File: src/rtl/lcd_spi_rx.sv
// lcd_spi_rx: oversampling monitor for the LCD SPI bus; rebuilds {dc,byte} words
// and decodes the ST7789 CASET/RASET/RAMWR commands into addressed RGB565 pixel writes.
`timescale 1ns/1ps
module lcd_spi_rx #(
  parameter logic [8:0] MAX_X = 9'd239,
  parameter logic [8:0] MAX_Y = 9'd319
) (
  input  logic        sys_clk_50MHz,
  input  logic        sys_rst,
  input  logic        lcd_cs,
  input  logic        lcd_dc,
  input  logic        lcd_sclk,
  input  logic        lcd_mosi,
  output logic [8:0]  rx_data,
  output logic        rx_valid,
  output logic        frame_err,
  output logic [15:0] pix_data,
  output logic [8:0]  pix_x,
  output logic [8:0]  pix_y,
  output logic        pix_valid
);
  typedef enum logic [1:0] {S_IDLE, S_CASET, S_RASET, S_RAMWR} state_t;
  logic r_cs_m, r_cs_s, r_cs_q, r_dc_m, r_dc_s, r_sclk_m, r_sclk_s, r_sclk_q, r_mosi_m, r_mosi_s;
  logic [2:0] r_cnt;
  logic [7:0] r_sr;
  logic r_done;
  logic [8:0] r_word;
  logic w_rise, w_shift, w_cs_rise;
  logic [2:0] w_cnt_n;
  state_t r_state, w_state_n;
  logic [2:0] r_pcnt;
  logic r_p0, r_p2, r_phase;
  logic [7:0] r_p1, r_hi;
  logic [8:0] r_xs, r_xe, r_ys, r_ye, r_cur_x, r_cur_y;
  logic w_cmd, w_dat, w_win, w_pix, w_xwrap;
  logic [7:0] w_byte;
  logic [8:0] w_start, w_end;
  always_ff @(posedge sys_clk_50MHz) begin
    if (sys_rst) begin
      {r_cs_m, r_cs_s, r_cs_q} <= 3'b111;
      {r_dc_m, r_dc_s, r_sclk_m, r_sclk_s, r_sclk_q, r_mosi_m, r_mosi_s} <= '0;
    end else begin
      {r_cs_m, r_cs_s, r_cs_q} <= {lcd_cs, r_cs_m, r_cs_s};
      {r_dc_m, r_dc_s} <= {lcd_dc, r_dc_m};
      {r_sclk_m, r_sclk_s, r_sclk_q} <= {lcd_sclk, r_sclk_m, r_sclk_s};
      {r_mosi_m, r_mosi_s} <= {lcd_mosi, r_mosi_m};
    end
  end
  // a rise landing in the same cycle as the CS rise still counts, so the byte can complete
  assign w_rise    = r_sclk_s & ~r_sclk_q;
  assign w_shift   = w_rise & ~(r_cs_s & r_cs_q);
  assign w_cs_rise = r_cs_s & ~r_cs_q;
  assign w_cnt_n   = w_shift ? r_cnt + 3'd1 : r_cnt;
  always_ff @(posedge sys_clk_50MHz) begin
    if (sys_rst) begin
      r_cnt <= '0;
      r_sr <= '0;
      r_done <= 1'b0;
      r_word <= '0;
      frame_err <= 1'b0;
      rx_valid <= 1'b0;
      rx_data <= '0;
    end else begin
      r_cnt <= r_cs_s ? 3'd0 : w_cnt_n;
      r_sr <= w_shift ? {r_sr[6:0], r_mosi_s} : r_sr;
      r_done <= w_shift & (r_cnt == 3'd7);
      if (w_shift & (r_cnt == 3'd7)) r_word <= {r_dc_s, r_sr[6:0], r_mosi_s};
      frame_err <= w_cs_rise & (w_cnt_n != 3'd0);
      rx_valid <= r_done;
      if (r_done) rx_data <= r_word;
    end
  end
  assign w_cmd   = rx_valid & ~rx_data[8];
  assign w_dat   = rx_valid & rx_data[8];
  assign w_byte  = rx_data[7:0];
  assign w_win   = (r_state == S_CASET) | (r_state == S_RASET);
  assign w_pix   = w_dat & (r_state == S_RAMWR) & r_phase;
  assign w_xwrap = r_cur_x == r_xe;
  assign w_start = {r_p0, r_p1};
  assign w_end   = {r_p2, w_byte};
  always_comb begin
    w_state_n = r_state;
    if (w_cmd)
      w_state_n = w_byte == 8'h2A ? S_CASET :
                  w_byte == 8'h2B ? S_RASET :
                  w_byte == 8'h2C ? S_RAMWR : S_IDLE;
  end
  always_ff @(posedge sys_clk_50MHz) begin
    if (sys_rst) r_state <= S_IDLE;
    else r_state <= w_state_n;
  end
  always_ff @(posedge sys_clk_50MHz) begin
    if (sys_rst) begin
      r_pcnt <= '0;
      {r_p0, r_p1, r_p2} <= '0;
      r_xs <= '0;
      r_xe <= MAX_X;
      r_ys <= '0;
      r_ye <= MAX_Y;
      r_cur_x <= '0;
      r_cur_y <= '0;
      r_phase <= 1'b0;
      r_hi <= '0;
      pix_valid <= 1'b0;
      pix_data <= '0;
      pix_x <= '0;
      pix_y <= '0;
    end else begin
      pix_valid <= w_pix;
      if (w_cmd) begin
        r_pcnt <= '0;
        r_phase <= 1'b0;
        r_cur_x <= r_xs;
        r_cur_y <= r_ys;
      end else if (w_dat & w_win & (r_pcnt != 3'd4)) begin
        r_pcnt <= r_pcnt + 3'd1;
        if (r_pcnt == 3'd0) r_p0 <= w_byte[0];
        if (r_pcnt == 3'd1) r_p1 <= w_byte;
        if (r_pcnt == 3'd2) r_p2 <= w_byte[0];
        if (r_pcnt == 3'd3 && r_state == S_CASET) {r_xs, r_xe} <= {w_start, w_end};
        if (r_pcnt == 3'd3 && r_state == S_RASET) {r_ys, r_ye} <= {w_start, w_end};
      end else if (w_dat & (r_state == S_RAMWR)) begin
        r_phase <= ~r_phase;
        if (!r_phase) r_hi <= w_byte;
        if (r_phase) begin
          pix_data <= {r_hi, w_byte};
          pix_x <= r_cur_x;
          pix_y <= r_cur_y;
          r_cur_x <= w_xwrap ? r_xs : r_cur_x + 9'd1;
          r_cur_y <= !w_xwrap ? r_cur_y : r_cur_y == r_ye ? r_ys : r_cur_y + 9'd1;
        end
      end
    end
  end
endmodule

File: config.mk
export PLATFORM = sky130hd
export DESIGN_NAME = lcd_spi_rx
export DESIGN_NICKNAME = d
export VERILOG_FILES = /design/src/rtl/lcd_spi_rx.sv
export SDC_FILE = /design/constraint.sdc
export NUM_CORES = 1
export LEC_CHECK = 0
export BUFFER_PORTS_ARGS = -buffer_cell sky130_fd_sc_hd__buf_2
export CORE_UTILIZATION = 40
export DETAILED_ROUTE_END_ITERATION = 10
export PLACE_DENSITY = 0.64
export SLEW_MARGIN = 20
export SYNTH_ARGS = -nofsm -noshare
export SYNTH_HDL_FRONTEND = slang
export SYNTH_SLANG_ARGS = --single-unit
File: constraint.sdc
create_clock -name sys_clk_50MHz -period 2.9 [get_ports sys_clk_50MHz]
set_clock_uncertainty 0.1 [all_clocks]
set_input_delay 0.145 -clock sys_clk_50MHz [delete_from_list [all_inputs] [get_ports sys_clk_50MHz]]
set_output_delay 0.145 -clock sys_clk_50MHz [all_outputs]
set_load 0.02 [all_outputs]
==> metrics, run 1 <==
status=complete, no violations; Syn-to-layout area delta=16.97%; Root Buffer=clkbuf_16; grt ovf=0; Tot GR Track Use=19.06%; Mapped Area=6200 sq um; setup TNS=0 ps; CP max-delay cell=nand4_1; final hold viol count=0; CP Max Fanout=11; Tcrit/Tclk final=84.36%; vias in the first global route=4646; area fraction of the dominant cell type after synthesis=49.73%; sw frac=20.66%; First-pass DRT Iterations=6; fin. max-slew vios=0; Die Area=16000 sq um; WL/cell=14.54 um; Cell Int Power=3.468 mW; Chip Width=126.5 um; Combinational Power Share=1.2%; Hold Path Class=in2reg; DP Worst Slack=511.8 ps; Clock Latency Late Sink=420 ps; post-CTS sizing=0; Final Wtd Congestion=0.8188; HPWL Detailed=9426 um; Top Ports=52; Max Cap Viol=0; largest net degree at the start of global routing=86; VDD IR-drop max=0.4791 mV; CTS tree=yes; DR iter-0 viols=360; nets=793; critical-path cell list=inv_1 > ha_1 > a21o_1 > and3_1 > nand4_1 > a22oi_1 > o32ai_1; switching power=0.9031 mW; most frequent cells after synthesis=nand2_1, dfxtp_1, a21oi_1; RSZ-0062 raised after global routing=no; chip height=126.5 um; share of layout cells above drive strength 1=14.09%; vias per cell=5.116; Mapped Nets=749; syn_area_per_cell=8.481 sq um; Clk pwr share=50.1%; critical path class=reg2reg; CP Capture Type=flip-flop; CTS max path bufs=2; Critical Path AT=2630 ps; Ys Warns=0; Final WS setup=453.5 ps; post-synthesis sequential area ratio=49.73%; Initial Util=40.93%; Num CTS Buffers=17; worst endpoint required time=3080 ps; number of fillers in the final layout=1504; Synth Flop Type=dfxtp_1; htree depth=4; EDFF count, synth=0; fin crit period=2446 ps; count leader, synth=nand2_1; post-layout util=47.88%; Syn Inst Count=731; via count=4993; global-route wire length before repair=23890 um; pwr dens=602.8 nW/um^2; n_diodes=0; CTS Sinks=154; clock-pin slew on the worst setup and hold paths=60 ps; area of the core=15150 sq um; antenna violations before repair=0; drt drc=0; slew at the pin with the worst max-slew slack=856.8 ps; Yosys cell types=50; slowest cell delay on critical path=480 ps; Pleak=2.711 nW; Post-synth ARST share=0%; row cnt=45; Post-Route WL=14190 um; Reg power frac=48.6%; relative slew slack=42.88%; crit start category=flip-flop; Final setup viols=0; f_max=0.4087 GHz; Synth area leaders=dfxtp_1, nand2_1, a21oi_1, mux2i_1, nor2_1; Synth Register Bits=154; Final ANT Viol Nets=0; port bufs=51; leading area contributor after synthesis=dfxtp_1
[layer usage]
metal	global-route usage, %	up-vias	share of wire, %
li1	-	2538	-
met1	26.58	2339	49
met2	28.40	100	45
met3	4.935	16	5.2
met4	6.733	0	1.2
met5	0	-	0
[metrics by stage]
| step | hold WS (ps) | total power [mW] | instance area, sq um | cells |
|---|---|---|---|---|
| final | 209.0 | 4.371 | 7252 | 976 |
| after global routing | 229.3 | 4.510 | 7252 | 976 |
| after detailed placement | 242.9 | 2.224 | 6621 | 940 |
| after floorplan | 148.8 | 2.209 | 6200 | 731 |
| after global placement | 242.7 | 2.224 | 6621 | 940 |
| after CTS | 198.5 | 4.421 | 7252 | 976 |
[flip-flops by register name, indices dropped and copies added, names as in the netlist, 2 cells and up]
register,cells
r_ye,9
r_cur_x,9
r_xe,9
pix_y,9
r_state,2
r_p1,8
pix_x,9
rx_data,9
r_pcnt,3
r_ys,9
r_cnt,3
r_word,9
r_sr,7
r_hi,8
r_xs,9
r_cur_y,9
pix_data,16
[area by class of cell]
cell class / instances / area, sq um / area share, %
Clock buffer: 21 / 470.5 / 6.487
Multi-Input combinational cell: 517 / 2865 / 39.51
Sequential cell: 154 / 3083 / 42.51
Inverter: 12 / 45.04 / 0.6211
Clock inverter: 11 / 120.1 / 1.656
Timing Repair Buffer: 73 / 432.9 / 5.970
Tap cell: 188 / 235.2 / 3.244
[power by group through the flow]
stage	clock, mW	sequential, mW	combinational, mW
after detailed placement	0	2.17	0.0510
after global placement	0	2.17	0.0510
after global routing	2.32	2.13	0.0596
after CTS	2.24	2.13	0.0551
final	2.19	2.13	0.0542
after floorplan	0	2.17	0.0387
[critical path, delay by kind of cell, from the launching register on]
kind	cells	cell delay [ps]
buf+inv	1	60
simple gates	2	760
compound gates	3	700
fa+ha+maj	1	290
flops	1	380
[timing repair]
action	4_1_cts	5_1_grt
hold endpoints to repair	4	0
setup buffers	0	0
hold buffers	4	0
[cells by family after synthesis]
family	count (synthesis)	share of synthesized area [%]
buffers and inverters	60	4.137
XOR/XNOR	30	4.238
flip-flops	154	49.73
multiplexers	37	5.974
AND/OR/NAND/NOR	320	22.30
adder cells (fa/ha/maj)	12	2.422
AO/OA/AOI/OAI	118	11.20
[layout by cell type, fill, tap and decap left out, drive strengths merged, types with 5 or more instances in the layout]
master / count
xor2: 16
clkinv: 7
nor2: 47
ha: 12
a211oi: 8
a21oi: 84
clkbuf: 21
inv: 11
nand3: 32
nor2b: 9
mux2i: 37
nand2: 192
buf: 69
nor3: 8
xnor2: 14
nand4: 6
dfxtp: 154
and3: 5
nor4: 6
[path summary, 6_finish.rpt]
kind                                 from                        to  slack (ps)  cells past startpoint
setup / recovery  r_state[0]$_SDFFE_PP0P_   r_cur_y[3]$_SDFFE_PP0P_         450                      7
hold / removal                    sys_rst  pix_data[1]$_SDFFE_PP0P_         210                      3
setup reg to reg  r_state[0]$_SDFFE_PP0P_   r_cur_y[3]$_SDFFE_PP0P_         450                      7
hold reg to reg         r_cs_m$_SDFF_PP1_         r_cs_s$_SDFF_PP1_         310                      1
(Power assumes the default switching activity.)
==> run 2: changes to the inputs <==
--- a/config.mk
+++ b/config.mk
@@ -5,6 +5,7 @@
 export SDC_FILE = /design/constraint.sdc
 export NUM_CORES = 1
 export LEC_CHECK = 0
+export ABC_AREA = 1
 export BUFFER_PORTS_ARGS = -buffer_cell sky130_fd_sc_hd__buf_2
 export CORE_UTILIZATION = 40
 export DETAILED_ROUTE_END_ITERATION = 10
==> constraint.sdc (replaced) <==
create_clock -name sys_clk_50MHz -period 2.3 [get_ports sys_clk_50MHz]
set_clock_uncertainty 0.1 [all_clocks]
set_input_delay 0.115 -clock sys_clk_50MHz [delete_from_list [all_inputs] [get_ports sys_clk_50MHz]]
set_output_delay 0.115 -clock sys_clk_50MHz [all_outputs]
set_load 0.02 [all_outputs]
==> run 2 against run 1 <==
Register-to-register slack got worse by 200 ps; maximum frequency increased by 19%; non-clock buffer count is 9 lower; clock-buffer cell count increased by 4; sequential power grew 26%; die area down 0.73%; synthesized area decreased by 0.75%; routed wire length down 3.6%; critical endpoint is now r_cur_x[5]$_SDFFE_PP0P_.
==> metrics, run 2 <==
Root Buffer=clkbuf_16; Synth Flop Type=dfxtp_1; setup TNS=0 ps (unchanged); HPWL Detailed=8905 um (-5.5%); Tcrit/Tclk final=89.05% (+4.7 points); Multi-input gate area=2547 sq um (-11%); Synth Register Bits=154 (unchanged); nets=839 (+5.8%); share of layout cells above drive strength 1=12.85% (-1.2 points); Final Wtd Congestion=0.7957 (-2.8%); Clock Latency Late Sink=420 ps (about the same); Die Area=15880 sq um (-0.73%); commonest cells after routing, fill and taps aside=dfxtp_1, nand2_1, a21oi_1; Worst Hold Path Cells=3 (unchanged); f_max=0.4882 GHz (+19%); antenna violations before repair=0 (unchanged); final hold viol count=0 (unchanged); relative slew slack=59.22% (+16 points); Non-Filler Instances=1017 (+4.2%); setup bufs post-CTS=0 (unchanged); Post-synth ARST share=0% (unchanged); vias per cell=4.856 (-5.1%); Post-Place Cells=982 (+4.5%); Max Cap Viol=0 (unchanged); syn_area_per_cell=7.919 sq um (-6.6%); origin of the critical flop-to-flop path=r_state[0]$_SDFFE_PP0P_; post-layout util=48.25% (+0.37 points); CTS tree=yes; critical path class=reg2reg; CTS Sinks=154 (unchanged); Post-Route WL=13680 um (-3.6%); total power=5.374 mW (+23%); row cnt=44 (-2.2%); CTS max path bufs=2 (unchanged); Hold Path Class=in2reg; Synth area leaders=dfxtp_1, a21oi_1, o21ai_0, nand2_1, inv_1; Biggest register=pix_data; most common cell after layout, fill and taps aside=dfxtp_1; Pleak=3.110 nW (+15%); WL/cell=13.45 um (-7.5%); number of fillers in the final layout=1419 (-5.7%); crit path from=r_state[0]$_SDFFE_PP0P_; Critical Path AT=2310 ps (-320 ps); max reg flops=16 (unchanged); Final WS setup=251.8 ps (-201.7 ps); post-placement cell area=6519 sq um (-1.5%); slew at the pin with the worst max-slew slack=610.0 ps (-246.9 ps); chip height=126.0 um (-0.37%); Syn-to-layout area delta=15.70%; Yosys cell types=34 (-32%); vias in the first global route=4565 (-1.7%); largest net degree at the start of global routing=126 (+47%); fin. max-slew vios=0 (unchanged); global-route wire length before repair=23230 um (-2.7%); Final setup viols=0 (unchanged); CP Capture Type=flip-flop; pwr dens=754.8 nW/um^2 (+25%); Tot GR Track Use=18.71% (-0.35 points); Worst Hold Launch=sys_rst; FF/Latch Area=3083 sq um (unchanged); post-synthesis sequential area ratio=50.10% (+0.37 points); Mapped Area=6153 sq um (-0.75%); htree depth=4 (unchanged); First-pass DRT Iterations=4 (-2); Top Ports=52 (unchanged); EDFF count, synth=0 (unchanged); Final ANT Viol Nets=0 (unchanged); most frequent cells after synthesis=dfxtp_1, nand2_1, a21oi_1; VDD IR-drop max=0.5717 mV (+19%); leading area contributor after synthesis=dfxtp_1; crit start category=flip-flop; drt drc=0 (unchanged); area of the core=14750 sq um (-2.6%); Syn Inst Count=777 (+6.3%); DP Worst Slack=105.9 ps (-405.9 ps); RSZ-0062 raised after global routing=no; Ys Warns=0 (unchanged); port bufs=51 (unchanged); fin crit period=2048 ps (-398.3 ps); Reg2Reg Depth=9 (+2); n_diodes=0 (unchanged); CP Max Fanout=25 (+14); Num CTS Buffers=17 (unchanged); Initial Util=41.71% (+0.77 points); via count=4939 (-1.1%); Mapped Nets=795 (+6.1%); count leader, synth=dfxtp_1; grt ovf=0 (unchanged); Chip Width=126.0 um (-0.37%); WHS=67.06 ps (-141.9 ps); post-route cell area=7119 sq um (-1.8%); clock-pin slew on the worst setup and hold paths=60 ps (about the same); area fraction of the dominant cell type after synthesis=50.10% (+0.37 points); worst endpoint required time=2560 ps (-520 ps); DR iter-0 viols=408 (+13%); status=complete, no violations
==> run 2: where the power goes <==
group          switching (mW)  internal [mW]
logic                  0.0647         0.0322
registers             0.00435           2.68
clock network            1.05           1.54
==> run 2: cell families after synthesis <==
| family | synth area share (%) |
|---|---|
| AND/OR/NAND/NOR | 16.39 |
| AO/OA/AOI/OAI | 19.07 |
| flip-flops | 50.10 |
| buffers and inverters | 8.581 |
| XOR/XNOR | 3.253 |
| adder cells (fa/ha/maj) | 2.440 |
| multiplexers | 0.1627 |
==> run 2: path summary, 6_finish.rpt <==
path | slack, ps | endpoint
worst max register to register | 250 | r_cur_x[5]$_SDFFE_PP0P_
worst min register to register | 300 | r_sclk_s$_SDFF_PP0_
worst max-delay path | 250 | r_cur_x[5]$_SDFFE_PP0P_
worst min-delay path | 70 | r_sclk_s$_SDFF_PP0_
==> run 2: repair_timing <==
action / 4_1_cts / 5_1_grt
hold buffers: 4 / 0
gates resized for setup: 0 / 3
endpoints found under the setup margin: 0 / 30
endpoints found under the hold margin: 4 / 0
==> run 2: worst max-delay path, stage by stage (launching register included) <==
cell and delay (ps):
dfxtp_1 380, inv_1 60, ha_1 290, nor2_1 130, nand2_2 120, nand2_2 150, nand2_4 170, nand2_4 300
nand3_1 140, a21oi_1 140
==> run 2: final cells by class <==
type | instances | area share, %
Clock buffer | 25 | 7.241
Clock inverter | 6 | 0.5272
Inverter | 87 | 4.640
Multi-Input combinational cell | 497 | 35.78
Sequential cell | 154 | 43.30
Tap cell | 184 | 3.234
Timing Repair Buffer | 64 | 5.272
==> run 2: per-layer routing <==
metal / global-route usage [%] / wire length (um)
met5: 0 / 0
met4: 7.229 / 150
met3: 4.545 / 536
met2: 29.54 / 6252
met1: 24.66 / 6742
